### config.mk
export PLATFORM = sky130hd
export DESIGN_NAME = conv_result_collector
export DESIGN_NICKNAME = d
export VERILOG_FILES = /design/src/rtl/conv_result_pkg.sv /design/src/rtl/conv_result_collector_packer.sv /design/src/rtl/conv_result_collector.sv
export SDC_FILE = /design/constraint.sdc
export NUM_CORES = 2
export LEC_CHECK = 0
export BUFFER_PORTS_ARGS = -buffer_cell sky130_fd_sc_hd__buf_2
export CORE_MARGIN = 2
export CORE_UTILIZATION = 45
export DETAILED_ROUTE_END_ITERATION = 12
export GPL_TIMING_DRIVEN = 0
export MAX_ROUTING_LAYER = met4
export SLEW_MARGIN = 0
export SYNTH_ARGS = -nofsm -noshare
export SYNTH_HDL_FRONTEND = slang
export SYNTH_HIERARCHICAL = 1
export SYNTH_SLANG_ARGS = --single-unit
### constraint.sdc
create_clock -name clk -period 16.6 [get_ports clk]
set_input_delay 0.83 -clock clk [delete_from_list [all_inputs] [get_ports clk]]
set_output_delay 0.83 -clock clk [all_outputs]
set_load 0.05 [all_outputs]
### src/rtl/conv_result_pkg.sv
// conv_result_pkg: shared constants and types for the conv_pool result collector.
// Contents:
//   CH_W / NUM_CH - channel index width and number of kernel channels
//   PACK / LANE_W / WORD_W - bytes per word, byte width, packed word width
//   WADDR_W       - word-address width (byte address width minus the 2 lane bits)
//   ch_idx_t      - channel index type
//   word_entry_t  - one buffered word: word address plus packed data
package conv_result_pkg;
    localparam int CH_W        = 2;
    localparam int NUM_CH      = 3;
    localparam int PACK        = 4;
    localparam int LANE_W      = 8;
    localparam int WORD_W      = 32;
    // The FIFO entry layout is fixed here, so the byte address width of the
    // collector is tied to this value. Change it here to retarget.
    localparam int DFLT_ADDR_W = 16;
    localparam int WADDR_W     = DFLT_ADDR_W - 2;

    typedef logic [CH_W-1:0] ch_idx_t;

    typedef struct packed {
        logic [WADDR_W-1:0] waddr;
        logic [WORD_W-1:0]  data;
    } word_entry_t;
endpackage

### src/rtl/conv_result_collector_packer.sv
// result_packer: one conv_pool output channel.
// Packs incoming bytes into 32-bit words by address lane, checks that byte
// addresses arrive sequentially, counts received bytes (saturating) and
// buffers completed words in a small first-word-fall-through FIFO.
// Ports:
//   clk, rst_n         clock, asynchronous active-low reset
//   we, addr, y        byte write from conv_pool
//   pop                remove the FIFO head (only issued when !empty)
//   head, empty        FIFO head entry and empty flag
//   cnt_full           byte counter has reached TOTAL_BLKS
//   ovf_pulse          a completed word was dropped this cycle
//   seq_err_pulse      this cycle's write address was not the expected one
module result_packer
    import conv_result_pkg::*;
#(
    parameter int ADDR_W     = DFLT_ADDR_W,
    parameter int FIFO_DEPTH = 16,
    parameter int TOTAL_BLKS = 65536
) (
    input  logic              clk,
    input  logic              rst_n,
    input  logic              we,
    input  logic [ADDR_W-1:0] addr,
    input  logic [LANE_W-1:0] y,
    input  logic              pop,
    output word_entry_t       head,
    output logic              empty,
    output logic              cnt_full,
    output logic              ovf_pulse,
    output logic              seq_err_pulse
);
    localparam int PTR_W = $clog2(FIFO_DEPTH);
    localparam int CNT_W = $clog2(TOTAL_BLKS + 1);

    logic [WORD_W-1:0] part_reg;
    logic [WORD_W-1:0] word_next;
    logic [ADDR_W-1:0] exp_addr_reg;
    logic [CNT_W-1:0]  cnt_reg;
    logic [PTR_W:0]    wr_ptr_reg;
    logic [PTR_W:0]    rd_ptr_reg;
    word_entry_t       mem [FIFO_DEPTH];
    word_entry_t       push_entry;
    logic              push;
    logic              push_ok;
    logic              full;

    // Partial word with the incoming byte merged into its lane.
    genvar gi;
    generate
        for (gi = 0; gi < PACK; gi++) begin : g_lane
            assign word_next[gi*LANE_W +: LANE_W] =
                (addr[1:0] == 2'(gi)) ? y : part_reg[gi*LANE_W +: LANE_W];
        end
    endgenerate

    // A write to the top lane closes the word, whatever lanes came before.
    assign push          = we && (addr[1:0] == 2'(PACK - 1));
    assign empty         = (wr_ptr_reg == rd_ptr_reg);
    assign full          = (wr_ptr_reg[PTR_W] != rd_ptr_reg[PTR_W]) &&
                           (wr_ptr_reg[PTR_W-1:0] == rd_ptr_reg[PTR_W-1:0]);
    // A full FIFO still takes the word if its head leaves in the same cycle.
    assign push_ok       = push && (!full || pop);
    assign ovf_pulse     = push && full && !pop;
    assign seq_err_pulse = we && (addr != exp_addr_reg);
    assign cnt_full      = (cnt_reg == CNT_W'(TOTAL_BLKS));

    always_comb begin
        push_entry       = '0;
        push_entry.waddr = addr[ADDR_W-1:2];
        push_entry.data  = word_next;
    end

    always_ff @(posedge clk or negedge rst_n) begin
        if (!rst_n) begin
            part_reg     <= '0;
            exp_addr_reg <= '0;
            cnt_reg      <= '0;
            wr_ptr_reg   <= '0;
            rd_ptr_reg   <= '0;
        end else begin
            if (we) begin
                exp_addr_reg <= addr + 1'b1;
                part_reg     <= push ? '0 : word_next;
                if (!cnt_full) begin
                    cnt_reg <= cnt_reg + 1'b1;
                end
            end
            if (push_ok) begin
                wr_ptr_reg <= wr_ptr_reg + 1'b1;
            end
            if (pop) begin
                rd_ptr_reg <= rd_ptr_reg + 1'b1;
            end
        end
    end

    // Storage is not reset; the pointers alone define what is valid.
    // The head is read combinationally so a word is offered the cycle after
    // it completes.
    always_ff @(posedge clk) begin
        if (push_ok) begin
            mem[wr_ptr_reg[PTR_W-1:0]] <= push_entry;
        end
    end

    assign head = mem[rd_ptr_reg[PTR_W-1:0]];
endmodule

### src/rtl/conv_result_collector.sv
// conv_result_collector: receiving end of the conv_pool byte write streams.
// Three per-channel packers build 32-bit words; a round-robin arbiter drains
// them through one valid/ready stream. Sticky flags report dropped words,
// address sequence errors and completion.
// Ports:
//   clk, rst_n                  clock, asynchronous active-low reset
//   we_k, addr_k, y_k (k=0..2)  conv_pool byte writes
//   m_valid, m_ready            output handshake
//   m_ch, m_addr, m_data        channel, word address, packed word
//   ovf, seq_err, done          sticky status flags
module conv_result_collector
    import conv_result_pkg::*;
#(
    parameter int ADDR_W     = DFLT_ADDR_W,
    parameter int FIFO_DEPTH = 16,
    parameter int TOTAL_BLKS = 65536
) (
    input  logic              clk,
    input  logic              rst_n,
    input  logic              we_0,
    input  logic              we_1,
    input  logic              we_2,
    input  logic [ADDR_W-1:0] addr_0,
    input  logic [ADDR_W-1:0] addr_1,
    input  logic [ADDR_W-1:0] addr_2,
    input  logic [LANE_W-1:0] y_0,
    input  logic [LANE_W-1:0] y_1,
    input  logic [LANE_W-1:0] y_2,
    output logic              m_valid,
    input  logic              m_ready,
    output logic [CH_W-1:0]   m_ch,
    output logic [ADDR_W-3:0] m_addr,
    output logic [WORD_W-1:0] m_data,
    output logic              ovf,
    output logic              seq_err,
    output logic              done
);
    logic [NUM_CH-1:0] we_v;
    logic [NUM_CH-1:0] empty_v;
    logic [NUM_CH-1:0] pop_v;
    logic [NUM_CH-1:0] cnt_full_v;
    logic [NUM_CH-1:0] ovf_p;
    logic [NUM_CH-1:0] seq_p;
    logic [ADDR_W-1:0] addr_v [NUM_CH];
    logic [LANE_W-1:0] y_v    [NUM_CH];
    word_entry_t       head_v [NUM_CH];

    ch_idx_t           ptr_reg;
    ch_idx_t           gnt_reg;
    logic              lock_reg;
    ch_idx_t           rr_pick;
    ch_idx_t           grant;
    logic              any_valid;
    logic              handshake;
    ch_idx_t           last_ch_reg;
    logic [ADDR_W-3:0] last_addr_reg;
    logic [WORD_W-1:0] last_data_reg;
    logic              ovf_reg;
    logic              seq_err_reg;
    logic              done_reg;

    assign we_v      = {we_2, we_1, we_0};
    assign addr_v[0] = addr_0;
    assign addr_v[1] = addr_1;
    assign addr_v[2] = addr_2;
    assign y_v[0]    = y_0;
    assign y_v[1]    = y_1;
    assign y_v[2]    = y_2;

    genvar gi;
    generate
        for (gi = 0; gi < NUM_CH; gi++) begin : g_ch
            result_packer #(
                .ADDR_W     (ADDR_W),
                .FIFO_DEPTH (FIFO_DEPTH),
                .TOTAL_BLKS (TOTAL_BLKS)
            ) u_packer (
                .clk           (clk),
                .rst_n         (rst_n),
                .we            (we_v[gi]),
                .addr          (addr_v[gi]),
                .y             (y_v[gi]),
                .pop           (pop_v[gi]),
                .head          (head_v[gi]),
                .empty         (empty_v[gi]),
                .cnt_full      (cnt_full_v[gi]),
                .ovf_pulse     (ovf_p[gi]),
                .seq_err_pulse (seq_p[gi])
            );
            assign pop_v[gi] = handshake && (grant == ch_idx_t'(gi));
        end
    endgenerate

    // First non-empty channel searching upward (mod 3) from the pointer.
    always_comb begin
        int      sum;
        ch_idx_t cand;
        logic    found;
        rr_pick = ptr_reg;
        found   = 1'b0;
        for (int i = 0; i < NUM_CH; i++) begin
            sum = int'(ptr_reg) + i;
            if (sum >= NUM_CH) begin
                sum = sum - NUM_CH;
            end
            cand = ch_idx_t'(sum);
            if (!found && !empty_v[cand]) begin
                rr_pick = cand;
                found   = 1'b1;
            end
        end
    end

    // A stalled beat keeps its channel even if a higher-priority FIFO fills.
    assign grant     = lock_reg ? gnt_reg : rr_pick;
    assign any_valid = ~&empty_v;
    assign handshake = any_valid && m_ready;

    assign m_valid = any_valid;
    assign m_ch    = any_valid ? grant               : last_ch_reg;
    assign m_addr  = any_valid ? head_v[grant].waddr : last_addr_reg;
    assign m_data  = any_valid ? head_v[grant].data  : last_data_reg;
    assign ovf     = ovf_reg;
    assign seq_err = seq_err_reg;
    assign done    = done_reg;

    always_ff @(posedge clk or negedge rst_n) begin
        if (!rst_n) begin
            ptr_reg       <= '0;
            gnt_reg       <= '0;
            lock_reg      <= 1'b0;
            last_ch_reg   <= '0;
            last_addr_reg <= '0;
            last_data_reg <= '0;
            ovf_reg       <= 1'b0;
            seq_err_reg   <= 1'b0;
            done_reg      <= 1'b0;
        end else begin
            lock_reg <= any_valid && !m_ready;
            gnt_reg  <= grant;
            if (handshake) begin
                ptr_reg <= (grant == ch_idx_t'(NUM_CH - 1)) ? '0 : grant + 1'b1;
            end
            // Keep the last offered beat so the outputs hold once idle.
            if (any_valid) begin
                last_ch_reg   <= grant;
                last_addr_reg <= head_v[grant].waddr;
                last_data_reg <= head_v[grant].data;
            end
            ovf_reg     <= ovf_reg | (|ovf_p);
            seq_err_reg <= seq_err_reg | (|seq_p);
            // Empty FIFOs imply no beat is pending.
            done_reg    <= done_reg | (&cnt_full_v && &empty_v);
        end
    end
endmodule

# Word level (Yosys, flattened, before mapping)
# Memory sizes are Yosys's and may differ from the RTL's.
# Cells that the tools add are included.
# op_classes
n_reduce_logical	51
muxes	43
n_eq_ne	26
addsub	18
magnitude_cmp	7
bitwise	7
# ops
op	count
$mux W32	4
$mux W8	12
$bmux W46 S2	1
$mux W46	2
$add A17 B1 Y17 const B	3
$eq A17 B17 Y1 const B	3
$add A16 B1 Y16 const B	3
$ne A16 B16 Y1	3
$add A5 B1 Y5 const B	6
$logic_and A1 B1 Y1	26
$mux W2	9
$eq A5 B5 Y1	3
$eq A2 B2 Y1 const B	7
$mux W14	1
$eq A4 B4 Y1	3
$logic_not A1 Y1	11
$mux W1	11
$lt A2 B3 Y1 const B	3
$eq A2 B1 Y1 const B	4
$logic_not A2 Y1	4
$bmux W1 S2	3
$ge A3 B2 Y1 const B	2
$reduce_and A2 Y1	3
$reduce_and A3 Y1	2
other kinds (12)	23
# totals
memories	3
ramBits	2208
regBits	281
elab_cells	179
inputBits	78
output_inout_bits	52
# mem_list
name	words	width	read_ports	rd_ports_with_merged_regs	write_ports	line_no	rtl
g_ch[0].u_packer.mem	16	46	1	0	1	conv_result_collector_packer.sv:41	word_entry_t mem [FIFO_DEPTH];
g_ch[1].u_packer.mem	16	46	1	0	1	conv_result_collector_packer.sv:41	
g_ch[2].u_packer.mem	16	46	1	0	1	conv_result_collector_packer.sv:41	

# Logic depth before layout (Yosys ltp)
# logic_depth
word_depth	18
mapped_depth	16
ltp_nobuf	13

# By module
# Netlist, hierarchy kept.
# by_module_without_submodules
mod	area_per_inst_um2	cells_each	n_inst
result_packer	31552.8	1494	3
conv_result_collector	4375.4	551	1

# Worst setup path after synthesis
# No wires, ideal clock.
# synth_path
path_kind	register to register
from	reg g_ch[1].u_packer.rd_ptr_reg[0]
to	mem g_ch[1].u_packer/mem[1][0] in the netlist's numbering (enable)
arrival_time_ns	8.002
stages_incl_launch_ff	15
slack_ns	8.033
period_less_slack_ns	8.567
cell_sequence	dfrtp_1 > buf_2 > xor2_1 > nor4_4 > and2_1 > mux2i_1 > o21a_1 > o41a_1 > buf_6 > buf_6 > and2_1 > nor3_1 > nor2_1 > a21oi_4 > nor4bb_1
# synth_via
elab_chain_cells	16
word_cells_on_any_way	30
cone_classes	eq/ne: 3; mux: 14; reduce/logical: 13
# synth_lines
element	line_no	rtl
start, declared	conv_result_collector_packer.sv:40	logic [PTR_W:0] rd_ptr_reg;
start signal, assigned	conv_result_collector_packer.sv:92	rd_ptr_reg <= rd_ptr_reg + 1'b1;
$eq A5 B5 Y1 (*)	conv_result_collector_packer.sv:58	assign empty = (wr_ptr_reg == rd_ptr_reg);
via empty_v[1]	conv_result_collector.sv:39	logic [NUM_CH-1:0] empty_v;
$bmux W1 S2	conv_result_collector.sv:107	if (!found && !empty_v[cand]) begin
$mux W1 (implied by the code)	conv_result_collector.sv:107	
$logic_not A1 Y1	conv_result_collector.sv:107	
$logic_and A1 B1 Y1	conv_result_collector.sv:107	
$mux W1	conv_result_collector.sv:107	
$logic_not A1 Y1	conv_result_collector.sv:107	
(+2 left out)	--	
$mux W2	conv_result_collector.sv:115	assign grant = lock_reg ? gnt_reg : rr_pick;
$eq A2 B1 Y1	conv_result_collector.sv:90	assign pop_v[gi] = handshake && (grant == ch_idx_t'(gi));
$logic_and A1 B1 Y1 (*)	conv_result_collector.sv:90	
via pop_v[1]	conv_result_collector.sv:40	logic [NUM_CH-1:0] pop_v;
$logic_or A1 B1 Y1 (*)	conv_result_collector_packer.sv:62	assign push_ok = push && (!full || pop);
$logic_and A1 B1 Y1 (*)	conv_result_collector_packer.sv:62	
$mux W1 (*)	conv_result_collector_packer.sv:101	if (push_ok) begin
$mux W1 (implied by the code) (*)	conv_result_collector_packer.sv:102	mem[wr_ptr_reg[PTR_W-1:0]] <= push_entry;
end, declared	conv_result_collector_packer.sv:41	
# Mark *: on every way through the listed nets, which the timed path passes. The rest lies on a longest branch. The select of a mux whose other input is x is not followed.

# Final worst setup path
# layout_path
from	reg g_ch[1].u_packer.rd_ptr_reg[0]
to	out m_addr[1]
# layout_via
elab_chain_cells	15
word_cells_on_any_way	25
cone_classes	eq/ne: 1; mux: 16; bitwise: 1; reduce/logical: 6; memory: 1
# layout_lines
element	line_no	rtl
$eq A5 B5 Y1 (*)	conv_result_collector_packer.sv:58	
via empty_v[1]	conv_result_collector.sv:39	
$bmux W1 S2	conv_result_collector.sv:107	
$mux W1 (implied by the code)	conv_result_collector.sv:107	
$logic_not A1 Y1	conv_result_collector.sv:107	
$logic_and A1 B1 Y1	conv_result_collector.sv:107	
$mux W1	conv_result_collector.sv:107	
$logic_not A1 Y1	conv_result_collector.sv:107	
$logic_and A1 B1 Y1	conv_result_collector.sv:107	
$mux W2	conv_result_collector.sv:107	
$mux W2	conv_result_collector.sv:115	
$not A2 Y3 (implied by the code)	conv_result_collector.sv:121	assign m_addr = any_valid ? head_v[grant].waddr : last_addr_reg;
$bmux W46 S2	conv_result_collector.sv:121	
$mux W46 (2 in series)	--	
$mux W14 (*)	--	
end, declared	conv_result_collector.sv:32	output logic [ADDR_W-3:0] m_addr,
# Marked as above.

==> summary.md <==
| Metric | Value |
|---|---|
| Post-synthesis register bit count | `around 2500` |
| Num CTS Buffers | `279` |
| Critical Path Sink Type | `primary output` |
| Area of the core | `between 200000 and 250000 sq um` |
| Routed len/inst | `between 30 and 40 um` |
| Initial antenna violation count | `21` |
| Drt pass-1 iters | `7` |
| Total power | `roughly 20 mW` |
| Hold_sp | `m_ready` |
| ANT nets after route | `0` |
| Number of flops mapped to enable cells by yosys | `approximately 2200` |
| Synthesized area per cell | `between 15 and 20 sq um` |
| Unique masters post-synth | `62` |
| Clock Root Buffer | `clkbuf_16` |
| Post-synth top area cell | `edfxtp_1` |
| Hold path depth | `2` |
| Synth top area share | `about two thirds` |
| Most frequent cells in the layout | `2208 x edfxtp_1, 552 x mux4_2, 285 x clkbuf_16, 281 x dfrtp_1, 276 x a22oi_1` |
| Vias per inst | `a little over 6` |
| Syn_nets | `a little over 5000` |
| GRT Total Usage | `24.5%` |
| Worst Hold Path EP | `lock_reg` |
| CP max stage delay | `900 ps` |
| Worst Setup Path Type | `reg2out` |
| Final nets | `~5600` |
| Lkg Pwr | `~38 nW` |
| Worst vdd ir | `0.000240 V` |
| Clk pin slew, worst setup/hold paths | `about 60 ps` |
| WHS | `between 100 and 150 ps` |
| Arrival @ worst endpoint | `roughly 5800 ps` |
| PostCTS Resize Cnt | `0` |
| Total gr overflow | `0` |
| Area contributors post-synth | `edfxtp_1 67%, mux4_2 13%, dfrtp_1 7.1%` |
| Worst-Skew Late Latency | `950 ps` |
| Hold Crit Class | `in2reg` |
| Tcrit/Tclk final | `roughly 40%` |
| Final setup vio count | `0` |
| Starting density of the core | `between 40% and 50%` |
| Max reg flops | `about 2200` |
| Final slew viol count | `0` |
| Synth async-reset ratio | `~11%` |
| IO Count | `130` |
| Post-DP HPWL | `between 150000 and 200000 um` |
| Slew HR | `14.7%` |
| Worst path cell trace | `buf_2 > xor2_1 > nor4_4 > and2_1 > mux2i_1 > o21ai_1 > nand4b_1 > a2bb2o_1 > buf_2 > buf_1 > a211oi_1 > o211ai_1 > buf_2` |
| Path depth of the worst reg2reg path | `16` |
| Status | `complete, no violations` |
| Worst path slowest cell | `a211oi_1` |
| Num rows | `around 170` |
| Flop-to-flop setup slack | `roughly 10000 ps` |
| MaxCap Viol Count | `0` |
| Crit path top cell by count | `buf_2` |
| Largest net degree at the start of global routing | `106` |
| Unrepaired setup endpoints after global routing | `no` |
| Post-synthesis sequential area ratio | `about three quarters` |
| Vias | `~52000` |
| Die W | `473 um` |
| Share of cells above drive strength 1 | `around a quarter` |
| Post-Syn Instances | `5033` |
| Pin slew with the least headroom to its limit | `1270 ps` |
| Final hold violation count | `0` |
| WL final | `266000 um` |
| Area Overhead vs Synth | `14.8%` |
| DIE AREA | `between 200000 and 250000 sq um` |
| Commonest non-fill, non-tap cell in the layout | `edfxtp_1` |
| Cell Area, Synth | `99000 sq um` |
| Die Height | `roughly 470 um` |
| CTS max path bufs | `4` |
| R2R Path Start | `g_ch[1].u_packer/rd_ptr_reg[0]` |
| Sink Count | `2489` |
| Vias in the first global route | `52200` |
| H-Tree Depth | `5` |
| Syn. warnings | `6` |
| Critical path launch point type | `flip-flop` |
| P per Cell Area | `between 150 and 200 nW/um^2` |
| Worst R2R End | `g_ch[0].u_packer/mem[2][12]` |
| PortBufs | `approximately 130` |
| Most used flip-flop cell after synthesis | `edfxtp_1` |
| # DRC | `0` |
| TritonCTS clock tree | `yes` |
| First-pass GRT wire length | `380000 um` |
| Required @ worst endpoint | `roughly 16000 ps` |
| GPL Wtd Cong | `between 0.8 and 0.9` |
| Skew final | `86.2 ps` |
| F_max | `~150 MHz` |
| Detailed Route Iter0 Violations | `between 5000 and 6000` |
| Final min period | `between 6000 and 7000 ps` |
| Crit-path max FO | `10` |
[Yosys cell counts (all sizes together), types with 7 or more instances]
library cell and instances:
buf 141, a22o 72, xor2 90, nor4 39, inv 44, and3 31
nor2 80, a211oi 56, clkbuf 165, and2 129, xnor2 84, nand2 238
nand3 30, a21oi 90, nor3 17, edfxtp 2208, nor2b 7, mux4 552
dfrtp 281, o21ai 52, o211ai 46, ha 37, nand4 83, mux2 108
a22oi 276, and4b 24
[cell type report]
type                            instances  area [sq um]
Multi-Input combinational cell       2193         24200
Tap cell                             2871          3590
Inverter                               45           169
Antenna cell                           19          47.5
Timing Repair Buffer                  211          2220
Fill cell                           17400        106000
Clock inverter                         92           792
Clock buffer                          392          7740
Sequential cell                      2489         73300
Buffer                                306          1640
[how the worst max path moves through the flow]
stage,startpoint,to,slack [ps],cells past startpoint
2_1_floorplan,g_ch[1].u_packer/rd_ptr_reg[0],g_ch[1].u_packer/mem[1][0],8030,14
3_3_place_gp,g_ch[1].u_packer/rd_ptr_reg[0],g_ch[1].u_packer/mem[1][13],-410,14
3_5_place_dp,g_ch[1].u_packer/rd_ptr_reg[0],g_ch[2].u_packer/mem[2][20],10260,18
4_1_cts,g_ch[1].u_packer/rd_ptr_reg[0],m_data[24],9880,12
5_1_grt,g_ch[1].u_packer/rd_ptr_reg[0],m_data[18],9810,13
6_report,g_ch[1].u_packer/rd_ptr_reg[0],m_addr[1],9940,13
[worst max-delay path: cells and delay by family (launching register included)]
| kind | cells | cell delay, ps |
|---|---|---|
| compound gates | 4 | 1820 |
| simple gates | 3 | 1330 |
| buf+inv | 4 | 950 |
| flops | 1 | 380 |
| xor+xnor | 1 | 210 |
| mux | 1 | 200 |
[through the flow]
| step | utilization (%) | worst slack (ps) | instances | area [sq um] | setup TNS, ps |
|---|---|---|---|---|---|
| 4_1_cts | 51.8 | 9880 | 8599 | 114000 | 0 |
| 6_report | 51.9 | 9940 | 8618 | 114000 | 0 |
| 2_1_floorplan | - | 8030 | 5033 | 99000 | 0 |
| 5_1_grt | 51.9 | 9810 | 8615 | 114000 | 0 |
| 3_5_place_dp | 47.9 | 10260 | 8114 | 105000 | 0 |
| 3_3_place_gp | 47.1 | -410 | 8033 | 103000 | -25180 |
[report_power, final]
group          switching (mW)  leakage, nW  internal [mW]
Sequential              0.139         23.7           7.20
Clock                    2.40         4.18           3.43
Combinational            4.57         9.98           2.26
[routing by layer]
layer  up-vias  GRT usage [%]  share of wire [%]
li1      21700              -                  -
met1     28200           33.4                 41
met2      2093           37.3                 47
met3       464           4.08                7.2
met4         0           8.94                4.1
met5         -              -                  0
[what timing repair did]
item / CTS / global route
hold endpoints to repair: 81 / 0
setup buffers: 0 / 0
hold buffers: 1 / 0
[cell families (layout without fill, tap and decap cells)]
kind of cell,count (synthesis),after routing,synth area share (%)
mux,664,664,13.8
other cells,0,19,0
xor+xnor,174,174,1.54
simple gates,702,702,3.76
compound gates,616,616,4.52
flops,2489,2489,74.1
buf+inv,351,1046,1.83
fa+ha+maj,37,37,0.467
Note: power is estimated with default switching activity, not from simulation.
